[config.mk]
export PLATFORM = sky130hd
export DESIGN_NAME = dm_arbiter
export DESIGN_NICKNAME = d
export VERILOG_FILES = /design/src/rtl/dm_arbiter.sv
export SDC_FILE = /design/constraint.sdc
export NUM_CORES = 1
export LEC_CHECK = 0
export ABC_AREA = 1
export CAP_MARGIN = 15
export CORE_ASPECT_RATIO = 2
export CORE_MARGIN = 2
export CORE_UTILIZATION = 45
export CTS_CLUSTER_SIZE = 28
export DETAILED_ROUTE_END_ITERATION = 6
export PLACE_DENSITY = 0.84
export SYNTH_ARGS = -nofsm -noshare
export SYNTH_HDL_FRONTEND = slang
export SYNTH_SLANG_ARGS = --single-unit
[constraint.sdc]
create_clock -name clk -period 4 [get_ports clk]
set_clock_uncertainty 0.1 [all_clocks]
set_input_delay 0.8 -clock clk [delete_from_list [all_inputs] [get_ports clk]]
set_output_delay 0.8 -clock clk [all_outputs]
set_load 0.01 [all_outputs]
[src/rtl/dm_arbiter.sv]
// Shares the data memory between the CPU MEM stage and a DMA/debug burst port; optional trace via DM_ARB_TRACE_EN.
// Latency: CPU ack 2 cycles after the IDLE grant; DMA beats t+1..t+N, done at t+N+1, read data one cycle behind its beat.
// Backpressure: requests are levels held until ack/done; CPU has priority, DMA is forced in after STARVE_LIMIT CPU grants.
module dm_arbiter #(
    parameter int STARVE_LIMIT = 4,
    parameter int BURST_W      = 4
) (
    input  logic               clk,
    input  logic               reset,
    input  logic               cpu_req,
    input  logic               cpu_we,
    input  logic [1:0]         cpu_sel,
    input  logic [31:0]        cpu_addr,
    input  logic [31:0]        cpu_wdata,
    input  logic [31:0]        cpu_pcadd4,
    output logic               cpu_ack,
    output logic [31:0]        cpu_rdata,
    input  logic               dma_req,
    input  logic               dma_we,
    input  logic [31:0]        dma_addr,
    input  logic [BURST_W-1:0] dma_len,
    input  logic [31:0]        dma_wdata,
    output logic               dma_beat,
    output logic               dma_rvalid,
    output logic [31:0]        dma_rdata,
    output logic               dma_done,
    output logic [31:0]        dm_addr,
    output logic [31:0]        dm_di,
    output logic               dm_en,
    output logic [1:0]         dm_sel,
    output logic [31:0]        dm_pcadd4,
    input  logic [31:0]        dm_do
);

    localparam int SW = $clog2(STARVE_LIMIT + 1);

    typedef enum logic [2:0] {IDLE, CPU_ACC, CPU_RESP, DMA_ACC, DMA_DONE} state_t;

    state_t             state_q, state_d;
    logic               c_we_q, c_we_d;
    logic [1:0]         c_sel_q, c_sel_d;
    logic [31:0]        c_addr_q, c_addr_d;
    logic [31:0]        c_wdata_q, c_wdata_d;
    logic [31:0]        c_pc_q, c_pc_d;
    logic [31:0]        d_base_q, d_base_d;
    logic [BURST_W-1:0] d_len_q, d_len_d;
    logic               d_we_q, d_we_d;
    logic [BURST_W-1:0] beat_q, beat_d;
    logic [SW-1:0]      starve_q, starve_d;
    logic [31:0]        addr_q, addr_d;
    logic [31:0]        di_q, di_d;
    logic [1:0]         sel_q, sel_d;
    logic [31:0]        pc_q, pc_d;
    logic               en_d;
    logic [31:0]        cpu_rdata_q;
    logic [31:0]        dma_rdata_q;
    logic               dma_rvalid_q;
    logic               unused_addr_bits;

    assign unused_addr_bits = ^dma_addr[1:0];

    always_comb begin
        state_d   = state_q;
        c_we_d    = c_we_q;
        c_sel_d   = c_sel_q;
        c_addr_d  = c_addr_q;
        c_wdata_d = c_wdata_q;
        c_pc_d    = c_pc_q;
        d_base_d  = d_base_q;
        d_len_d   = d_len_q;
        d_we_d    = d_we_q;
        beat_d    = beat_q;
        starve_d  = starve_q;
        addr_d    = addr_q;
        di_d      = di_q;
        sel_d     = sel_q;
        pc_d      = pc_q;
        en_d      = 1'b0;
        cpu_ack   = 1'b0;
        dma_beat  = 1'b0;
        dma_done  = 1'b0;
        case (state_q)
            IDLE: begin
                if (cpu_req && (!dma_req || starve_q < SW'(STARVE_LIMIT))) begin
                    c_we_d    = cpu_we;
                    c_sel_d   = cpu_sel;
                    c_addr_d  = cpu_addr;
                    c_wdata_d = cpu_wdata;
                    c_pc_d    = cpu_pcadd4;
                    if (dma_req && starve_q < SW'(STARVE_LIMIT))
                        starve_d = starve_q + 1'b1;
                    state_d = CPU_ACC;
                end else if (dma_req) begin
                    d_base_d = {dma_addr[31:2], 2'b00};
                    d_len_d  = dma_len;
                    d_we_d   = dma_we;
                    beat_d   = '0;
                    starve_d = '0;
                    state_d  = DMA_ACC;
                end
            end
            CPU_ACC: begin
                addr_d  = c_addr_q;
                di_d    = c_wdata_q;
                sel_d   = c_sel_q;
                pc_d    = c_pc_q;
                en_d    = c_we_q;
                state_d = CPU_RESP;
            end
            CPU_RESP: begin
                cpu_ack = 1'b1;
                state_d = IDLE;
            end
            DMA_ACC: begin
                // Word stride; the sum wraps naturally past 0xFFFFFFFC.
                addr_d   = d_base_q + {{(30-BURST_W){1'b0}}, beat_q, 2'b00};
                di_d     = dma_wdata;
                sel_d    = 2'b00;
                pc_d     = 32'h0;
                en_d     = d_we_q;
                dma_beat = 1'b1;
                beat_d   = beat_q + 1'b1;
                if (beat_q == d_len_q)
                    state_d = DMA_DONE;
            end
            DMA_DONE: begin
                dma_done = 1'b1;
                state_d  = IDLE;
            end
            default: state_d = IDLE;
        endcase
    end

    // Address/data/size are registered so they hold their last value when the DM is idle.
    assign dm_addr    = addr_d;
    assign dm_di      = di_d;
    assign dm_sel     = sel_d;
    assign dm_pcadd4  = pc_d;
    assign dm_en      = en_d & ~reset;
    assign cpu_rdata  = cpu_rdata_q;
    assign dma_rdata  = dma_rdata_q;
    assign dma_rvalid = dma_rvalid_q;

    always_ff @(posedge clk) begin
        if (reset) begin
            state_q      <= IDLE;
            c_we_q       <= 1'b0;
            c_sel_q      <= 2'b00;
            c_addr_q     <= '0;
            c_wdata_q    <= '0;
            c_pc_q       <= '0;
            d_base_q     <= '0;
            d_len_q      <= '0;
            d_we_q       <= 1'b0;
            beat_q       <= '0;
            starve_q     <= '0;
            addr_q       <= '0;
            di_q         <= '0;
            sel_q        <= 2'b00;
            pc_q         <= '0;
            cpu_rdata_q  <= '0;
            dma_rdata_q  <= '0;
            dma_rvalid_q <= 1'b0;
        end else begin
            state_q      <= state_d;
            c_we_q       <= c_we_d;
            c_sel_q      <= c_sel_d;
            c_addr_q     <= c_addr_d;
            c_wdata_q    <= c_wdata_d;
            c_pc_q       <= c_pc_d;
            d_base_q     <= d_base_d;
            d_len_q      <= d_len_d;
            d_we_q       <= d_we_d;
            beat_q       <= beat_d;
            starve_q     <= starve_d;
            addr_q       <= addr_d;
            di_q         <= di_d;
            sel_q        <= sel_d;
            pc_q         <= pc_d;
            if (state_q == CPU_ACC)
                cpu_rdata_q <= dm_do;
            dma_rvalid_q <= (state_q == DMA_ACC) && !d_we_q;
            if ((state_q == DMA_ACC) && !d_we_q)
                dma_rdata_q <= dm_do;
        end
    end

`ifdef DM_ARB_TRACE_EN
    always @(posedge clk) begin
        if (!reset) begin
            if (state_q == IDLE && state_d == CPU_ACC)
                $display("ARB cpu @%h", cpu_addr);
            else if (state_q == IDLE && state_d == DMA_ACC)
                $display("ARB dma @%h", {dma_addr[31:2], 2'b00});
            if (state_q == DMA_ACC && dm_en)
                $display("DMA *%h <= %h", dm_addr, dm_di);
        end
    end
`endif

endmodule

==> flow_summary.yaml, run 1 <==
yosys:
  syn_area_um2: 12600
  synth-simple-area-share_pct: 28.3
  synthCells: 1703
  synth_area_leader_cell: "dfxtp_1"
  yosys.area_share.xor_xnor_pct: 0.339
  ys_ff_latch: 307
  synth_area_leaders: "dfxtp_1 (49%), nand2_1 (12%), nor2_1 (9.9%)"
  synth_top_family_by_area: "simple AND/OR/NAND/NOR gates"
  synthAdderAreaFrac_pct: 0.757
  yosysWarnings: 0
  yosysTopAreaCellShare_pct: 48.9
  synth.area.mux_share_pct: 0
  seq_area_frac_synth_pct: 48.9
  syn_nets: 1914
  yosysUniqueCellTypes: 42
  synth_area_per_cell_um2: 7.38
  synth_compound_area_share_pct: 15.7
clock_tree:
  cts_setup_buffers: 0
  cts_max_level: 1
  clkLatencyLatePin_ns: 0.54
  cts_tree: "done"
  clockRootBuffer: "clkbuf_16"
  cts.sinks: 307
  cts_buffers: 28
  cts_buffer_depth: 3
  clkTransAtPathRegs_ns: 0.07
floorplan:
  design.die.area_um2: 29400
  rows: 86
  die_w_um: 122
  core_area_um2: 27500
  initial_utilization_pct: 45.6
  fp.dieH_um: 240
  pin_count: 371
sta:
  fmaxAchievable_ghz: 0.259
  fin_crit_ns: 3.86
  setup_tns_ns: 0
  finalCritPeriodShare_pct: 96.5
  setup_violations: 0
  hold_viol: 0
  tightest_slew_ns: 1.10
  relSlewSlack_pct: 26.5
  maxSlewViolCount: 0
  rsz0062_at_grt: "no"
placed_design:
  dp_cells: 2338
  io_buffers: 368
  dpl.hpwl_um: 30000
  gp_congestion: 1.02
grt:
  overflow: 0
  grt_usage_pct: 28.3
  antenna_found_initial: 3
  grt_max_degree: 99
  grt_pass1_wl_um: 64400
  grt_pass1_vias: 12300
final_layout:
  final.fill_count: 2416
  area_delta_synth_final_pct: 38.6
  finalNetCount: 2227
  final_cells: 2390
  final_layout_size_suffix_gt1_share_pct: 6.14
route:
  drt-total-wl_um: 42600
  post-route-drc-count: 0
  post_drt_via_cell_ratio: 5.26
  routedWlPerCell_um: 17.8
  num_vias: 12600
  firstDrtPassIters: 5
  drtIter0Drc: 729
  antenna_left: 0
status:
  status: "completed"
critical_path:
  worstSetupPathType: "flip-flop to primary output"
  crit_arrival_ns: 2.96
  critPathRequiredTime_ns: 3.10
  cp-start-kind: "flip-flop"
  critical_path.max_fanout: 5
  endpoint_kind: "primary output"
hold_path:
  hp-class: "flip-flop to flip-flop"
power:
  cellPowerDensity_nw_per_um2: 496
  leakagePower_uw: 0.00710
  worst_ir_drop_vdd_v: 0.000453
run:
  drv_cap: 0
## final timing paths
kind | from | cells past startpoint | slack [ns] | to
worst min-delay path | cpu_rdata[16]$_SDFFE_PP0N_ | 2 | 0.36 | cpu_rdata[16]$_SDFFE_PP0N_
worst max register to register | beat_q[0]$_SDFFE_PP0P_ | 9 | 1.83 | addr_q[10]$_SDFF_PP0_
worst min register to register | cpu_rdata[16]$_SDFFE_PP0N_ | 2 | 0.36 | cpu_rdata[16]$_SDFFE_PP0N_
worst max-delay path | beat_q[0]$_SDFFE_PP0P_ | 11 | 0.14 | dm_addr[10]
## critical path, stage by stage, from the launching register on
cell and delay (ns):
dfxtp_2 0.38, ha_1 0.21, inv_1 0.08, fa_2 0.38
nor2_2 0.16, nor2_4 0.08, inv_2 0.06, nand2_1 0.12
a21oi_1 0.15, o21ai_1 0.16, nand2_1 0.10, clkdlybuf4s50_1 0.53
## logic make-up after synthesis
kind of cell / Yosys count
adder cells (fa/ha/maj): 7
buffers and inverters: 157
flip-flops: 307
XOR/XNOR: 4
AO/OA/AOI/OAI: 363
AND/OR/NAND/NOR: 865
## report_power, final
group / internal (uW) / switching (uW) / total [uW]
Combinational: 900 / 1110 / 2010
Clock: 1800 / 1210 / 3010
Sequential: 3410 / 202 / 3610
Total: 6110 / 2520 / 8630
## what timing repair did
action | CTS | global route
hold endpoints to repair | 0 | 0
hold buffers | 0 | 0
resized for setup | 3 | 4
endpoints found under the setup margin | 3 | 7
## synth_stat cells
cell	n
o21ai_0	158
dfxtp_1	307
nand3_2	3
a21boi_4	1
nand3_4	1
nor2_1	332
clkbuf_2	2
nand2_2	10
xnor2_1	3
inv_4	1
nand2_4	4
a21oi_2	1
o21bai_1	1
nor3_2	1
and3_1	1
nand3b_1	3
buf_6	9
clkbuf_1	40
a21oi_1	121
a31oi_1	34
a211oi_1	1
o21ai_1	13
inv_1	45
nand3_1	81
a21o_2	2
ha_1	6
or2_2	3
nand4_1	6
nor2_8	1
a22oi_1	27
o211ai_1	2
o21ai_2	1
nor2_4	5
fa_1	1
buf_2	35
inv_2	12
nor3_1	4
nor2_2	6
xor2_2	1
a211oi_2	1
buf_4	13
nand2_1	404
## through the flow
stage / worst slack (ns) / total power (uW) / util, % / instance area, um^2 / hold WS, ns
after global routing: 0.0000910 / 8990 / 63.2 / 17400 / 0.385
final: 0.141 / 8630 / 63.2 / 17400 / 0.364
after CTS: 0.0594 / 8670 / 63.1 / 17400 / 0.366
after detailed placement: 0.532 / 5670 / 59.3 / 16300 / 0.355
after global placement: 0.582 / 5620 / 59.3 / 16300 / 0.352
after floorplan: 1.40 / 4720 / - / 12600 / 0.344
## placed cells by master (no fill, tap or decap), types with 8 or more instances in the layout
master / count
clkbuf_16: 29
clkbuf_8: 8
nor2_1: 331
a31oi_1: 34
nand2_1: 404
nand2_2: 10
o21ai_0: 158
nand3_1: 79
buf_4: 9
o21ai_1: 13
a21oi_1: 121
dfxtp_1: 306
clkdlybuf4s50_1: 365
a22oi_1: 27
inv_2: 11
inv_1: 44
## sequential cells by signal, indices dropped and copies added, names as in the netlist
signal / cells
di_q: 32
d_base_q: 30
c_sel_q: 2
starve_q: 3
pc_q: 32
d_len_q: 4
beat_q: 4
sel_q: 2
c_addr_q: 32
dma_rdata: 32
d_we_q: 1
c_we_q: 1
c_pc_q: 32
cpu_rdata: 32
dma_rvalid: 1
c_wdata_q: 32
addr_q: 32
state_q: 3
## final cells by class
cell class | instances | area (um^2) | share of cell area (%)
timing repair buffer | 382 | 3870 | 22.2
tap | 352 | 440 | 2.53
antenna | 1 | 2.50 | 0.0144
clock buffer | 38 | 840 | 4.82
sequential | 307 | 6150 | 35.3
inverter | 58 | 225 | 1.29
clock inverter | 13 | 209 | 1.20
multi-input combinational | 1239 | 5680 | 32.6
## layer usage
| metal | GRT usage (%) | vias up | share of wire (%) |
|---|---|---|---|
| li1 | - | 6169 | - |
| met1 | 27.3 | 5766 | 33 |
| met2 | 52.0 | 484 | 53 |
| met3 | 6.38 | 144 | 6.6 |
| met4 | 19.3 | 2 | 7.3 |
| met5 | 0 | - | 0.030 |
(Power assumes the default switching activity.)
==> inputs of run 2 (changes only) <==
CELL_PAD_IN_SITES_DETAIL_PLACEMENT = 2   (was unset)
CELL_PAD_IN_SITES_GLOBAL_PLACEMENT = 2   (was unset)
CORE_UTILIZATION = 28   (was 45)
PLACE_DENSITY = 0.89   (was 0.84)
==> run 2 against run 1 <==
Against the previous run:
- clock-buffer cell count is 4 higher
- critical path depth is 1 lower
- global-route usage is 3.6 points lower
- routed wire length is 40% higher
- final area is 2.5% higher
- sequential power hardly changed
- clock power is 8.3% higher
- utilization is 23 points lower
- hold slack better by 0.0095 ns
- largest power group unchanged
==> flow_summary.yaml, run 2 (synthesis results as in run 1) <==
status:
  status: "completed"
floorplan:
  core_area_um2: 44200
  design.die.area_um2: 46700
  initial_utilization_pct: 28.4
  rows: 109
  fp.dieH_um: 304
  pin_count: 371
  die_w_um: 154
route:
  routedWlPerCell_um: 22.8
  num_vias: 13400
  post_drt_via_cell_ratio: 5.13
  drtIter0Drc: 444
  antenna_left: 0
  drt-total-wl_um: 59600
  post-route-drc-count: 0
  firstDrtPassIters: 4
critical_path:
  r2r-start: "state_q[1]$_SDFFE_PP0P_"
  crit_arrival_ns: 2.98
  r2r-end: "c_wdata_q[9]$_SDFFE_PP0P_"
  critical_path.max_fanout: 8
  critPathRequiredTime_ns: 3.10
  cp-start-kind: "flip-flop"
  worstRegToRegCells: 8
  endpoint_kind: "primary output"
  reg2reg_slack_ns: 1.55
  worstSetupPathType: "flip-flop to primary output"
final_layout:
  mostFrequentLayoutCells: "nand2_1 (404), clkdlybuf4s50_1 (364), nor2_1 (331), dfxtp_1 (306), o21ai_0 (158)"
  finalNetCount: 2235
  area_delta_synth_final_pct: 42.0
  final_common_cell: "nand2_1"
  multi_input_area_um2: 5720
  final_cells: 2618
  final.fill_count: 5067
  seqCellArea_um2: 6150
  final_layout_size_suffix_gt1_share_pct: 6.64
clock_tree:
  cts_tree: "done"
  clkLatencyLatePin_ns: 0.59
  cts_buffer_depth: 3
  cts.sinks: 307
  clockRootBuffer: "clkbuf_16"
  cts_max_level: 1
  hold_buffers: 0
  clkTransAtPathRegs_ns: 0.07
  cts_buffers: 31
sta:
  setup_tns_ns: 0
  maxSlewViolCount: 0
  hold_viol: 0
  setup_violations: 0
  tightest_slew_ns: 0.896
  fmaxAchievable_ghz: 0.258
  fin_crit_ns: 3.88
  rsz0062_at_grt: "no"
  finalCritPeriodShare_pct: 97.0
  relSlewSlack_pct: 40.3
hold_path:
  min_to: "cpu_rdata[14]$_SDFFE_PP0N_"
  hp-start: "cpu_rdata[14]$_SDFFE_PP0N_"
  hp-class: "flip-flop to flip-flop"
  hold_path_depth: 2
grt:
  antenna_found_initial: 17
  grt_max_degree: 114
  grt_usage_pct: 24.6
  overflow: 0
  grt_pass1_wl_um: 89500
  grt_pass1_vias: 15600
placed_design:
  dpl.hpwl_um: 41300
  io_buffers: 368
  gp_congestion: 0.895
  dp_cells: 2546
power:
  leakagePower_uw: 0.00715
  cellPowerDensity_nw_per_um2: 509
  worst_ir_drop_vdd_v: 0.000374
run:
  drv_cap: 0
[run 2: repair_timing]
item,in CTS,in global routing
resized for setup,7,9
endpoints found under the setup margin,13,8
pin swaps,0,1
setup buffers,0,0
[run 2: worst max-delay path by stage]
stage                           startpoint           to
CTS                 beat_q[0]$_SDFFE_PP0P_  dm_addr[18]
floorplan           beat_q[0]$_SDFFE_PP0P_  dm_addr[26]
global placement    beat_q[0]$_SDFFE_PP0P_  dm_addr[26]
finish              beat_q[0]$_SDFFE_PP0P_  dm_addr[30]
detailed placement  beat_q[0]$_SDFFE_PP0P_  dm_addr[26]
global route        beat_q[0]$_SDFFE_PP0P_  dm_addr[30]
[run 2: per-stage QoR]
step	utilization, %	hold WS (ns)	power, uW	instance area, um^2	setup WS [ns]
2_1_floorplan	-	0.344	4720	12600	1.40
3_5_place_dp	37.6	0.361	5850	16600	0.385
6_report	40.4	0.374	9080	17800	0.120
3_3_place_gp	37.6	0.352	5730	16600	0.401
5_1_grt	40.4	0.400	9480	17800	0.00240
4_1_cts	40.2	0.373	9190	17800	0.00375
[run 2: critical path, cell delays in order, from the launching register on]
cell	delay [ns]
dfxtp_2	0.37
ha_2	0.22
inv_1	0.06
fa_2	0.39
nor2_4	0.15
nor2_4	0.07
nor2_8	0.19
a21o_2	0.16
nand3_2	0.10
nand2_1	0.12
clkdlybuf4s50_1	0.58
[run 2: layer usage]
layer | GRT usage, % | vias up | routed length [um]
met3 | 4.88 | 151 | 3010
met5 | 0 | - | 40
met4 | 16.3 | 6 | 3880
li1 | - | 6214 | -
met1 | 22.0 | 6669 | 19200
met2 | 49.0 | 381 | 33400
[run 2: power by group]
part / leakage, uW / total [uW] / internal [uW] / switching, uW
sequential: 0.00251 / 3630 / 3410 / 220
clock: 0.000553 / 3260 / 1920 / 1340
combinational: 0.00409 / 2190 / 907 / 1280
[run 2: final cells by class]
type | instances | share of cell area (%)
Timing Repair Buffer | 387 | 21.9
Clock inverter | 16 | 1.41
Antenna cell | 14 | 0.196
Clock buffer | 42 | 4.86
Tap cell | 555 | 3.89
Multi-Input combinational cell | 1239 | 32.0
Sequential cell | 307 | 34.5
Inverter | 58 | 1.28
==> inputs of run 3 (changes only) <==
HOLD_SLACK_MARGIN = 0.05   (was unset)
==> results of run 3 <==
The final DEF is identical to that of run 2; final timing and power are the same.
